File: config.mk
export PLATFORM = sky130hd
export DESIGN_NAME = exe_operand_stage_flat
export DESIGN_NICKNAME = d
export VERILOG_FILES = /design/src/rtl/cpu_defs.sv /design/src/rtl/exe_operand_stage_if.sv /design/src/rtl/exe_fwd_mux.sv /design/src/rtl/exe_operand_stage.sv /design/src/flat_wrapper.sv
export SDC_FILE = /design/constraint.sdc
export NUM_CORES = 1
export LEC_CHECK = 0
export CORE_AREA = 2 2 163 165
export CTS_BUF_LIST = sky130_fd_sc_hd__clkbuf_4 sky130_fd_sc_hd__clkbuf_8
export DETAILED_ROUTE_END_ITERATION = 6
export DIE_AREA = 0 0 165 167
export GPL_TIMING_DRIVEN = 0
export PLACE_DENSITY = 0.7
export SLEW_MARGIN = 15
export SYNTH_ARGS = -nofsm -noshare
export SYNTH_HDL_FRONTEND = slang
export SYNTH_SLANG_ARGS = --single-unit
File: constraint.sdc
create_clock -name clk -period 5.7 [get_ports clk]
set_input_delay 1.71 -clock clk [delete_from_list [all_inputs] [get_ports clk]]
set_output_delay 1.71 -clock clk [all_outputs]
set_load 0.02 [all_outputs]
File: src/rtl/cpu_defs.sv
// ----------------------------------------------------------------------------
// cpu_defs
// Shared definitions for the 32-bit MIPS datapath:
//   DATA_WIDTH   - datapath width (only 32 is supported)
//   alu_op_e     - ALU operation codes driven on alu_op
//   src_b_sel_e  - encodings of the ALU B operand select
//   uses_rt()    - whether an instruction actually reads its rt register
// ----------------------------------------------------------------------------
package cpu_defs;

    localparam int DATA_WIDTH = 32;

    typedef enum logic [3:0] {
        ALU_AND          = 4'd0,
        ALU_OR           = 4'd1,
        ALU_ADD          = 4'd2,
        ALU_LF_16        = 4'd3,
        ALU_UNSIGNED_SLT = 4'd4,
        ALU_SLL          = 4'd5,
        ALU_SUB          = 4'd6,
        ALU_SIGNED_SLT   = 4'd7
    } alu_op_e;

    // Encoding 3 is unassigned and behaves like SRC_B_RT.
    typedef enum logic [1:0] {
        SRC_B_RT   = 2'd0,
        SRC_B_SIMM = 2'd1,
        SRC_B_ZIMM = 2'd2
    } src_b_sel_e;

    // rt is a real source when it feeds B or supplies store data.
    function automatic logic uses_rt(input logic [1:0] src_b_sel, input logic mem_wen);
        return ((src_b_sel != SRC_B_SIMM) && (src_b_sel != SRC_B_ZIMM)) || mem_wen;
    endfunction

endpackage

File: src/rtl/exe_operand_stage_if.sv
// ----------------------------------------------------------------------------
// exe_operand_stage_if
// Bundles every signal of the EXE operand stage except clk/rst.
//   slave  - the stage: receives decode payload, forwarding state, mem_allowin
//            and flush; drives allowin, ALU operands and EX/MEM fields.
//   master - the surrounding pipeline (decode, MEM, WB, hazard control).
// ----------------------------------------------------------------------------
interface exe_operand_stage_if #(
    parameter int DATA_WIDTH = 32
);
    // decode -> EXE
    logic                  de_valid;
    logic                  exe_allowin;
    logic [DATA_WIDTH-1:0] de_pc;
    logic [DATA_WIDTH-1:0] de_rs_val;
    logic [DATA_WIDTH-1:0] de_rt_val;
    logic [4:0]            de_rs;
    logic [4:0]            de_rt;
    logic [4:0]            de_dest;
    logic [15:0]           de_imm;
    logic [4:0]            de_shamt;
    logic [3:0]            de_aluop;
    logic                  de_src_a_sel;
    logic [1:0]            de_src_b_sel;
    logic                  de_reg_wen;
    logic                  de_mem_wen;
    logic                  de_is_load;
    // forwarding producers
    logic                  mem_fwd_valid;
    logic                  mem_fwd_reg_wen;
    logic                  mem_fwd_is_load;
    logic [4:0]            mem_fwd_dest;
    logic [DATA_WIDTH-1:0] mem_fwd_data;
    logic                  wb_fwd_valid;
    logic                  wb_fwd_reg_wen;
    logic [4:0]            wb_fwd_dest;
    logic [DATA_WIDTH-1:0] wb_fwd_data;
    // pipeline control
    logic                  mem_allowin;
    logic                  flush;
    // EXE -> ALU / MEM
    logic                  exe_to_mem_valid;
    logic [DATA_WIDTH-1:0] alu_a;
    logic [DATA_WIDTH-1:0] alu_b;
    logic [3:0]            alu_op;
    logic [DATA_WIDTH-1:0] exe_pc;
    logic [DATA_WIDTH-1:0] exe_store_data;
    logic [4:0]            exe_dest;
    logic                  exe_reg_wen;
    logic                  exe_mem_wen;
    logic                  exe_is_load;

    modport master (
        output de_valid, de_pc, de_rs_val, de_rt_val, de_rs, de_rt, de_dest,
               de_imm, de_shamt, de_aluop, de_src_a_sel, de_src_b_sel,
               de_reg_wen, de_mem_wen, de_is_load,
               mem_fwd_valid, mem_fwd_reg_wen, mem_fwd_is_load, mem_fwd_dest,
               mem_fwd_data, wb_fwd_valid, wb_fwd_reg_wen, wb_fwd_dest,
               wb_fwd_data, mem_allowin, flush,
        input  exe_allowin, exe_to_mem_valid, alu_a, alu_b, alu_op, exe_pc,
               exe_store_data, exe_dest, exe_reg_wen, exe_mem_wen, exe_is_load
    );

    modport slave (
        input  de_valid, de_pc, de_rs_val, de_rt_val, de_rs, de_rt, de_dest,
               de_imm, de_shamt, de_aluop, de_src_a_sel, de_src_b_sel,
               de_reg_wen, de_mem_wen, de_is_load,
               mem_fwd_valid, mem_fwd_reg_wen, mem_fwd_is_load, mem_fwd_dest,
               mem_fwd_data, wb_fwd_valid, wb_fwd_reg_wen, wb_fwd_dest,
               wb_fwd_data, mem_allowin, flush,
        output exe_allowin, exe_to_mem_valid, alu_a, alu_b, alu_op, exe_pc,
               exe_store_data, exe_dest, exe_reg_wen, exe_mem_wen, exe_is_load
    );

endinterface

File: src/rtl/exe_fwd_mux.sv
// ----------------------------------------------------------------------------
// exe_fwd_mux
// Combinational operand bypass for one source register.
//   i_src_reg / i_stored        - register number and value held in EXE
//   i_mem_* / i_wb_*            - state of the MEM and WB producers
//   o_data                      - freshest architectural value of i_src_reg
// MEM wins over WB because it is younger. A MEM load has no data yet and is
// never forwarded; register 0 is hard-wired and never forwarded.
// ----------------------------------------------------------------------------
module exe_fwd_mux #(
    parameter int WIDTH = 32
) (
    input  logic [4:0]       i_src_reg,
    input  logic [WIDTH-1:0] i_stored,
    input  logic             i_mem_valid,
    input  logic             i_mem_reg_wen,
    input  logic             i_mem_is_load,
    input  logic [4:0]       i_mem_dest,
    input  logic [WIDTH-1:0] i_mem_data,
    input  logic             i_wb_valid,
    input  logic             i_wb_reg_wen,
    input  logic [4:0]       i_wb_dest,
    input  logic [WIDTH-1:0] i_wb_data,
    output logic [WIDTH-1:0] o_data
);
    logic w_mem_hit;
    logic w_wb_hit;

    assign w_mem_hit = (i_src_reg != 5'd0) && i_mem_valid && i_mem_reg_wen &&
                       !i_mem_is_load && (i_mem_dest == i_src_reg);
    assign w_wb_hit  = (i_src_reg != 5'd0) && i_wb_valid && i_wb_reg_wen &&
                       (i_wb_dest == i_src_reg);

    assign o_data = w_mem_hit ? i_mem_data :
                    w_wb_hit  ? i_wb_data  : i_stored;

endmodule

File: src/rtl/exe_operand_stage.sv
// ----------------------------------------------------------------------------
// exe_operand_stage
// Decode-to-execute pipeline register and ALU operand front end.
//   clk, rst  - single clock, asynchronous active-high reset
//   bus       - exe_operand_stage_if.slave: decode payload with
//               de_valid/exe_allowin handshake, MEM/WB forwarding state,
//               mem_allowin and flush in; ALU operands, alu_op and the
//               EX/MEM fields with exe_to_mem_valid out.
// Payload is held while MEM stalls or a load-use hazard is pending; the held
// rs/rt values are refreshed from the bypass every stall cycle so a producer
// retiring during the stall is not lost.
// ----------------------------------------------------------------------------
module exe_operand_stage #(
    parameter int DATA_WIDTH = 32
) (
    input  logic              clk,
    input  logic              rst,
    exe_operand_stage_if.slave bus
);
    logic                  r_valid;
    logic [DATA_WIDTH-1:0] r_pc;
    logic [DATA_WIDTH-1:0] r_rs_val;
    logic [DATA_WIDTH-1:0] r_rt_val;
    logic [4:0]            r_rs;
    logic [4:0]            r_rt;
    logic [4:0]            r_dest;
    logic [15:0]           r_imm;
    logic [4:0]            r_shamt;
    logic [3:0]            r_aluop;
    logic                  r_src_a_sel;
    logic [1:0]            r_src_b_sel;
    logic                  r_reg_wen;
    logic                  r_mem_wen;
    logic                  r_is_load;

    logic [DATA_WIDTH-1:0] w_fwd_rs;
    logic [DATA_WIDTH-1:0] w_fwd_rt;
    logic                  w_mem_load;
    logic                  w_load_use;
    logic                  w_ready_go;
    logic                  w_allowin;

    exe_fwd_mux #(.WIDTH(DATA_WIDTH)) u_fwd_rs (
        .i_src_reg     (r_rs),
        .i_stored      (r_rs_val),
        .i_mem_valid   (bus.mem_fwd_valid),
        .i_mem_reg_wen (bus.mem_fwd_reg_wen),
        .i_mem_is_load (bus.mem_fwd_is_load),
        .i_mem_dest    (bus.mem_fwd_dest),
        .i_mem_data    (bus.mem_fwd_data),
        .i_wb_valid    (bus.wb_fwd_valid),
        .i_wb_reg_wen  (bus.wb_fwd_reg_wen),
        .i_wb_dest     (bus.wb_fwd_dest),
        .i_wb_data     (bus.wb_fwd_data),
        .o_data        (w_fwd_rs)
    );

    exe_fwd_mux #(.WIDTH(DATA_WIDTH)) u_fwd_rt (
        .i_src_reg     (r_rt),
        .i_stored      (r_rt_val),
        .i_mem_valid   (bus.mem_fwd_valid),
        .i_mem_reg_wen (bus.mem_fwd_reg_wen),
        .i_mem_is_load (bus.mem_fwd_is_load),
        .i_mem_dest    (bus.mem_fwd_dest),
        .i_mem_data    (bus.mem_fwd_data),
        .i_wb_valid    (bus.wb_fwd_valid),
        .i_wb_reg_wen  (bus.wb_fwd_reg_wen),
        .i_wb_dest     (bus.wb_fwd_dest),
        .i_wb_data     (bus.wb_fwd_data),
        .o_data        (w_fwd_rt)
    );

    // A load in MEM has no data yet; stall only if we really read its dest.
    assign w_mem_load = bus.mem_fwd_valid && bus.mem_fwd_reg_wen &&
                        bus.mem_fwd_is_load && (bus.mem_fwd_dest != 5'd0);
    assign w_load_use = w_mem_load &&
                        ((!r_src_a_sel && (bus.mem_fwd_dest == r_rs)) ||
                         (cpu_defs::uses_rt(r_src_b_sel, r_mem_wen) &&
                          (bus.mem_fwd_dest == r_rt)));

    assign w_ready_go = !(r_valid && w_load_use);
    assign w_allowin  = !r_valid || (w_ready_go && bus.mem_allowin);

    assign bus.exe_allowin      = w_allowin;
    assign bus.exe_to_mem_valid = r_valid && w_ready_go && !bus.flush;

    always_ff @(posedge clk or posedge rst) begin
        // NOTE: state registers use non-blocking assignments so every register
        // samples pre-edge values regardless of statement order.
        if (rst) begin
            r_valid     <= 1'b0;
            r_pc        <= '0;
            r_rs_val    <= '0;
            r_rt_val    <= '0;
            r_rs        <= '0;
            r_rt        <= '0;
            r_dest      <= '0;
            r_imm       <= '0;
            r_shamt     <= '0;
            r_aluop     <= '0;
            r_src_a_sel <= 1'b0;
            r_src_b_sel <= '0;
            r_reg_wen   <= 1'b0;
            r_mem_wen   <= 1'b0;
            r_is_load   <= 1'b0;
        end else if (bus.flush) begin
            r_valid <= 1'b0;
        end else if (w_allowin) begin
            r_valid <= bus.de_valid;
            if (bus.de_valid) begin
                r_pc        <= bus.de_pc;
                r_rs_val    <= bus.de_rs_val;
                r_rt_val    <= bus.de_rt_val;
                r_rs        <= bus.de_rs;
                r_rt        <= bus.de_rt;
                r_dest      <= bus.de_dest;
                r_imm       <= bus.de_imm;
                r_shamt     <= bus.de_shamt;
                r_aluop     <= bus.de_aluop;
                r_src_a_sel <= bus.de_src_a_sel;
                r_src_b_sel <= bus.de_src_b_sel;
                r_reg_wen   <= bus.de_reg_wen;
                r_mem_wen   <= bus.de_mem_wen;
                r_is_load   <= bus.de_is_load;
            end
        end else begin
            // Stalled with a valid instruction: absorb any producer seen now.
            r_rs_val <= w_fwd_rs;
            r_rt_val <= w_fwd_rt;
        end
    end

    assign bus.alu_a = r_src_a_sel ? {{(DATA_WIDTH-5){1'b0}}, r_shamt} : w_fwd_rs;

    always_comb begin
        // NOTE: default first so every path assigns alu_b and no latch forms.
        bus.alu_b = w_fwd_rt;
        case (r_src_b_sel)
            cpu_defs::SRC_B_SIMM: bus.alu_b = {{(DATA_WIDTH-16){r_imm[15]}}, r_imm};
            cpu_defs::SRC_B_ZIMM: bus.alu_b = {{(DATA_WIDTH-16){1'b0}}, r_imm};
            default:              bus.alu_b = w_fwd_rt;
        endcase
    end

    assign bus.alu_op         = r_aluop;
    assign bus.exe_pc         = r_pc;
    assign bus.exe_store_data = w_fwd_rt;
    assign bus.exe_dest       = r_dest;
    assign bus.exe_reg_wen    = r_reg_wen;
    assign bus.exe_mem_wen    = r_mem_wen;
    assign bus.exe_is_load    = r_is_load;

endmodule

File: src/flat_wrapper.sv
// flat-port wrapper written by rule: the top's interface ports become plain ports
module exe_operand_stage_flat 
#(
    parameter int DATA_WIDTH = 32
)
  (clk, rst, bus_de_valid, bus_de_pc, bus_de_rs_val, bus_de_rt_val, bus_de_rs, bus_de_rt, bus_de_dest, bus_de_imm, bus_de_shamt, bus_de_aluop, bus_de_src_a_sel, bus_de_src_b_sel, bus_de_reg_wen, bus_de_mem_wen, bus_de_is_load, bus_mem_fwd_valid, bus_mem_fwd_reg_wen, bus_mem_fwd_is_load, bus_mem_fwd_dest, bus_mem_fwd_data, bus_wb_fwd_valid, bus_wb_fwd_reg_wen, bus_wb_fwd_dest, bus_wb_fwd_data, bus_mem_allowin, bus_flush, bus_exe_allowin, bus_exe_to_mem_valid, bus_alu_a, bus_alu_b, bus_alu_op, bus_exe_pc, bus_exe_store_data, bus_exe_dest, bus_exe_reg_wen, bus_exe_mem_wen, bus_exe_is_load);
  exe_operand_stage_if #(.DATA_WIDTH(DATA_WIDTH)) bus_i ();
  input  logic clk;
  input  logic rst;
  input wire logic [$bits(bus_i.de_valid)-1:0] bus_de_valid;
  input wire logic [$bits(bus_i.de_pc)-1:0] bus_de_pc;
  input wire logic [$bits(bus_i.de_rs_val)-1:0] bus_de_rs_val;
  input wire logic [$bits(bus_i.de_rt_val)-1:0] bus_de_rt_val;
  input wire logic [$bits(bus_i.de_rs)-1:0] bus_de_rs;
  input wire logic [$bits(bus_i.de_rt)-1:0] bus_de_rt;
  input wire logic [$bits(bus_i.de_dest)-1:0] bus_de_dest;
  input wire logic [$bits(bus_i.de_imm)-1:0] bus_de_imm;
  input wire logic [$bits(bus_i.de_shamt)-1:0] bus_de_shamt;
  input wire logic [$bits(bus_i.de_aluop)-1:0] bus_de_aluop;
  input wire logic [$bits(bus_i.de_src_a_sel)-1:0] bus_de_src_a_sel;
  input wire logic [$bits(bus_i.de_src_b_sel)-1:0] bus_de_src_b_sel;
  input wire logic [$bits(bus_i.de_reg_wen)-1:0] bus_de_reg_wen;
  input wire logic [$bits(bus_i.de_mem_wen)-1:0] bus_de_mem_wen;
  input wire logic [$bits(bus_i.de_is_load)-1:0] bus_de_is_load;
  input wire logic [$bits(bus_i.mem_fwd_valid)-1:0] bus_mem_fwd_valid;
  input wire logic [$bits(bus_i.mem_fwd_reg_wen)-1:0] bus_mem_fwd_reg_wen;
  input wire logic [$bits(bus_i.mem_fwd_is_load)-1:0] bus_mem_fwd_is_load;
  input wire logic [$bits(bus_i.mem_fwd_dest)-1:0] bus_mem_fwd_dest;
  input wire logic [$bits(bus_i.mem_fwd_data)-1:0] bus_mem_fwd_data;
  input wire logic [$bits(bus_i.wb_fwd_valid)-1:0] bus_wb_fwd_valid;
  input wire logic [$bits(bus_i.wb_fwd_reg_wen)-1:0] bus_wb_fwd_reg_wen;
  input wire logic [$bits(bus_i.wb_fwd_dest)-1:0] bus_wb_fwd_dest;
  input wire logic [$bits(bus_i.wb_fwd_data)-1:0] bus_wb_fwd_data;
  input wire logic [$bits(bus_i.mem_allowin)-1:0] bus_mem_allowin;
  input wire logic [$bits(bus_i.flush)-1:0] bus_flush;
  output wire logic [$bits(bus_i.exe_allowin)-1:0] bus_exe_allowin;
  output wire logic [$bits(bus_i.exe_to_mem_valid)-1:0] bus_exe_to_mem_valid;
  output wire logic [$bits(bus_i.alu_a)-1:0] bus_alu_a;
  output wire logic [$bits(bus_i.alu_b)-1:0] bus_alu_b;
  output wire logic [$bits(bus_i.alu_op)-1:0] bus_alu_op;
  output wire logic [$bits(bus_i.exe_pc)-1:0] bus_exe_pc;
  output wire logic [$bits(bus_i.exe_store_data)-1:0] bus_exe_store_data;
  output wire logic [$bits(bus_i.exe_dest)-1:0] bus_exe_dest;
  output wire logic [$bits(bus_i.exe_reg_wen)-1:0] bus_exe_reg_wen;
  output wire logic [$bits(bus_i.exe_mem_wen)-1:0] bus_exe_mem_wen;
  output wire logic [$bits(bus_i.exe_is_load)-1:0] bus_exe_is_load;
  assign bus_i.de_valid = bus_de_valid;
  assign bus_i.de_pc = bus_de_pc;
  assign bus_i.de_rs_val = bus_de_rs_val;
  assign bus_i.de_rt_val = bus_de_rt_val;
  assign bus_i.de_rs = bus_de_rs;
  assign bus_i.de_rt = bus_de_rt;
  assign bus_i.de_dest = bus_de_dest;
  assign bus_i.de_imm = bus_de_imm;
  assign bus_i.de_shamt = bus_de_shamt;
  assign bus_i.de_aluop = bus_de_aluop;
  assign bus_i.de_src_a_sel = bus_de_src_a_sel;
  assign bus_i.de_src_b_sel = bus_de_src_b_sel;
  assign bus_i.de_reg_wen = bus_de_reg_wen;
  assign bus_i.de_mem_wen = bus_de_mem_wen;
  assign bus_i.de_is_load = bus_de_is_load;
  assign bus_i.mem_fwd_valid = bus_mem_fwd_valid;
  assign bus_i.mem_fwd_reg_wen = bus_mem_fwd_reg_wen;
  assign bus_i.mem_fwd_is_load = bus_mem_fwd_is_load;
  assign bus_i.mem_fwd_dest = bus_mem_fwd_dest;
  assign bus_i.mem_fwd_data = bus_mem_fwd_data;
  assign bus_i.wb_fwd_valid = bus_wb_fwd_valid;
  assign bus_i.wb_fwd_reg_wen = bus_wb_fwd_reg_wen;
  assign bus_i.wb_fwd_dest = bus_wb_fwd_dest;
  assign bus_i.wb_fwd_data = bus_wb_fwd_data;
  assign bus_i.mem_allowin = bus_mem_allowin;
  assign bus_i.flush = bus_flush;
  assign bus_exe_allowin = bus_i.exe_allowin;
  assign bus_exe_to_mem_valid = bus_i.exe_to_mem_valid;
  assign bus_alu_a = bus_i.alu_a;
  assign bus_alu_b = bus_i.alu_b;
  assign bus_alu_op = bus_i.alu_op;
  assign bus_exe_pc = bus_i.exe_pc;
  assign bus_exe_store_data = bus_i.exe_store_data;
  assign bus_exe_dest = bus_i.exe_dest;
  assign bus_exe_reg_wen = bus_i.exe_reg_wen;
  assign bus_exe_mem_wen = bus_i.exe_mem_wen;
  assign bus_exe_is_load = bus_i.exe_is_load;
  exe_operand_stage #(.DATA_WIDTH(DATA_WIDTH)) u_core (.clk(clk), .rst(rst), .bus(bus_i));
endmodule
==> impl_metrics.json, run 1 <==
{
  "status": "complete, no violations",
  "crit_type": "input port to output port",
  "final_util_pct": 57.3,
  "yosysTopAreaCell": "dfrtp_1",
  "cpPeakStageDelay_ps": 560,
  "synth_ff_type": "dfrtp_1",
  "drt_iter0_markers": 840,
  "synth-edff-count": 0,
  "nNetsFinal": 1667,
  "tritoncts": "built",
  "ys_seq_area_share_pct": 40.1,
  "dieArea_mm2": 0.0276,
  "post_synth_instance_area_mm2": 0.00893,
  "wl_per_cell_um": 24.0,
  "gr-total-overflow": 0,
  "crit_path_start_kind": "input port",
  "drtAntennaViolNets": 0,
  "multi_input_area_mm2": 0.00572,
  "root_buffer": "clkbuf_8",
  "path_cells": "clkdlybuf4s15_1 -> xor2_1 -> a2111o_1 -> or3_4 -> clkbuf_16 -> a31oi_4 -> clkdlybuf4s15_1",
  "critPathTopFamily": "buffers and inverters",
  "numCtsBuffers": 17,
  "pre_cts_ws_ps": -1290,
  "finalCritPeriodShare_pct": 99.6,
  "layout-drive-gt1-share_pct": 25.6,
  "slowest_stage": "or3_4",
  "yosysWarningCount": 0,
  "grt_max_degree": 105,
  "synth_area_per_cell_um2": 8.78,
  "cts_hold_buf": 0,
  "ys_top_cells_by_area": "dfrtp_1 40%, mux2_2 7.3%, a221oi_1 6.0%",
  "cts_buffer_depth": 2,
  "n_fill_cell": 2214,
  "end_kind": "output port",
  "postPlaceCellArea_mm2": 0.0131,
  "antenna_found_initial": 13,
  "cts.sinks": 143,
  "setup_viol": 0,
  "first_pass_iters": 7,
  "clkLatencyLatePin_ps": 490,
  "start_util_pct": 34.7,
  "dp_hpwl_mm": 32.9,
  "grt.total_usage_pct": 31.2,
  "crit_required_ps": 3990,
  "fmax_mhz": 176,
  "synthArstFlopShare_pct": 100,
  "die_h_um": 167,
  "gp_congestion": 0.959,
  "dpl.cell_count": 1719,
  "area_delta_synth_final_pct": 65.1,
  "htree_levels": 4,
  "regArea_mm2": 0.00358,
  "skew_ps": 23.3,
  "drcViolationCount": 0,
  "cap_violations": 0,
  "worstHoldStart": "u_core.bus.exe_pc[7]",
  "clk_pin_slew_ps": 100,
  "synthTopCellsByCount": "143 x dfrtp_1, 93 x clkbuf_1, 91 x nor2_1",
  "yosysMostFrequentCell": "dfrtp_1",
  "power.density_mw_per_mm2": 281,
  "crit_start": "bus_mem_fwd_dest[2]",
  "ios": 368,
  "grt_pass1_wl_mm": 64.7,
  "synth-seq-cells": 143,
  "crit_arrival_ps": 3970,
  "grt_pass1_vias": 10757,
  "hold_viol": 0,
  "fin_cells": 1799,
  "crit_buf_inv": 3,
  "crit_path_max_fanout": 8,
  "netlist_instances": 1017,
  "synth_top_area_share_pct": 40.1,
  "vdd.ir_drop.worst_v": 0.000170,
  "row_count": 59,
  "cp_common_cell": "clkdlybuf4s15_1",
  "relSlewSlack_pct": 19.3,
  "drv_slew": 0,
  "ys_types": 46,
  "whs_ps": 501,
  "worst_slack_ps": 20.5,
  "drt-total-wl_mm": 43.1,
  "core_mm2": 0.0258,
  "rsz0062_at_grt": "yes",
  "r2r_slack_ps": 780,
  "io_buffers": 366,
  "synth_nets": 1245,
  "die_x_um": 165,
  "fin_crit_ps": 5680,
  "p_leak_nw": 5.75,
  "fin_area_mm2": 0.0148,
  "crit-reg2reg-launch": "u_core.r_rs[1]",
  "vias": 10561,
  "hold_class": "flip-flop to flip-flop",
  "tightest_slew_ps": 1210,
  "viasPerCell": 5.87
}
-- registers in the layout, indices dropped and copies added, names as in the netlist --
register / flops
u_core.r_rs: 5
u_core.bus.exe_reg_wen: 1
u_core.bus.alu_op: 4
u_core.bus.exe_is_load: 1
u_core.r_src_a_sel: 1
u_core.bus.exe_mem_wen: 1
u_core.r_rt: 5
u_core.r_rs_val: 32
u_core.bus.exe_dest: 5
u_core.r_shamt: 5
u_core.r_rt_val: 32
u_core.bus.exe_pc: 32
u_core.r_src_b_sel: 2
u_core.r_valid: 1
u_core.r_imm: 16
-- logic make-up (layout without fill, tap and decap cells) --
group / Yosys count / in the layout / synth area share (%)
and+or+nand+nor: 332 / 332 / 18.3
AOI/OAI and AO/OA: 295 / 295 / 23.1
buffers and inverters: 149 / 584 / 6.67
DFF: 143 / 143 / 40.1
muxes: 78 / 78 / 9.83
xor gates and xnor gates: 18 / 18 / 1.76
adders and majority gates: 2 / 2 / 0.280
other: 0 / 12 / 0
-- through the flow --
| stage | TNS, ps | total power [mW] |
|---|---|---|
| after global routing | -12.7 | 4.33 |
| after global placement | -386730 | 3.12 |
| final | 0 | 4.14 |
| after detailed placement | -98340 | 3.14 |
| after CTS | -82.6 | 4.10 |
| after floorplan | 0 | 2.23 |
-- worst paths after layout --
| path | endpoint | depth (start not counted) |
|---|---|---|
| setup / recovery | bus_exe_store_data[20] | 7 |
| hold / removal | u_core.bus.exe_pc[7] | 1 |
| setup reg to reg | u_core.r_rs_val[23] | 28 |
| hold reg to reg | u_core.bus.exe_pc[7] | 1 |
| max in group asynchronous | u_core.r_rs_val[24] | 3 |
| min in group asynchronous | u_core.bus.exe_pc[10] | 2 |
-- cell type report --
cell class | count | area share, %
multi-input combinational | 725 | 38.8
timing repair buffer | 408 | 26.0
sequential | 143 | 24.3
buffer | 107 | 4.02
tap | 335 | 2.84
clock buffer | 17 | 1.59
clock inverter | 15 | 1.34
inverter | 37 | 0.992
antenna | 12 | 0.204
-- layout by cell type, fill, tap and decap left out, types with 29 or more instances in the layout --
cell	instances
buf_2	53
nand2_1	36
a21oi_1	36
a31oi_4	32
or3_1	29
nor2_1	87
dfrtp_1	143
clkdlybuf4s50_1	254
mux2_2	58
buf_4	46
nand3_1	36
o211ai_1	31
inv_1	35
clkbuf_1	58
nor3_1	76
a221oi_1	61
-- power breakdown --
part	internal, mW	total [mW]	switching [mW]	leakage, nW
sequential	1.19	1.31	0.127	1.63
clock	0.340	0.871	0.532	0.209
combinational	0.864	1.96	1.09	3.91
-- layer usage --
layer	track usage [%]	routed length [µm]	vias to the layer above
met5	0	13	-
met1	40.2	16800	5118
met2	48.4	20000	628
met4	15.4	2300	2
met3	7.87	4020	145
li1	-	-	4668
-- repair_timing --
item,4_1_cts,5_1_grt
gates resized for setup,552,65
buffers inserted,31,7
gates cloned,3,0
pin swaps,27,29
setup endpoints to repair,98,91
Note: power is estimated with default switching activity, not from simulation.
==> inputs of run 2 (changes only) <==
CTS_BUF_LIST = sky130_fd_sc_hd__clkbuf_8   (was sky130_fd_sc_hd__clkbuf_4 sky130_fd_sc_hd__clkbuf_8)
==> results of run 2 <==
No change in the layout: final DEF, timing and power equal those of run 1.
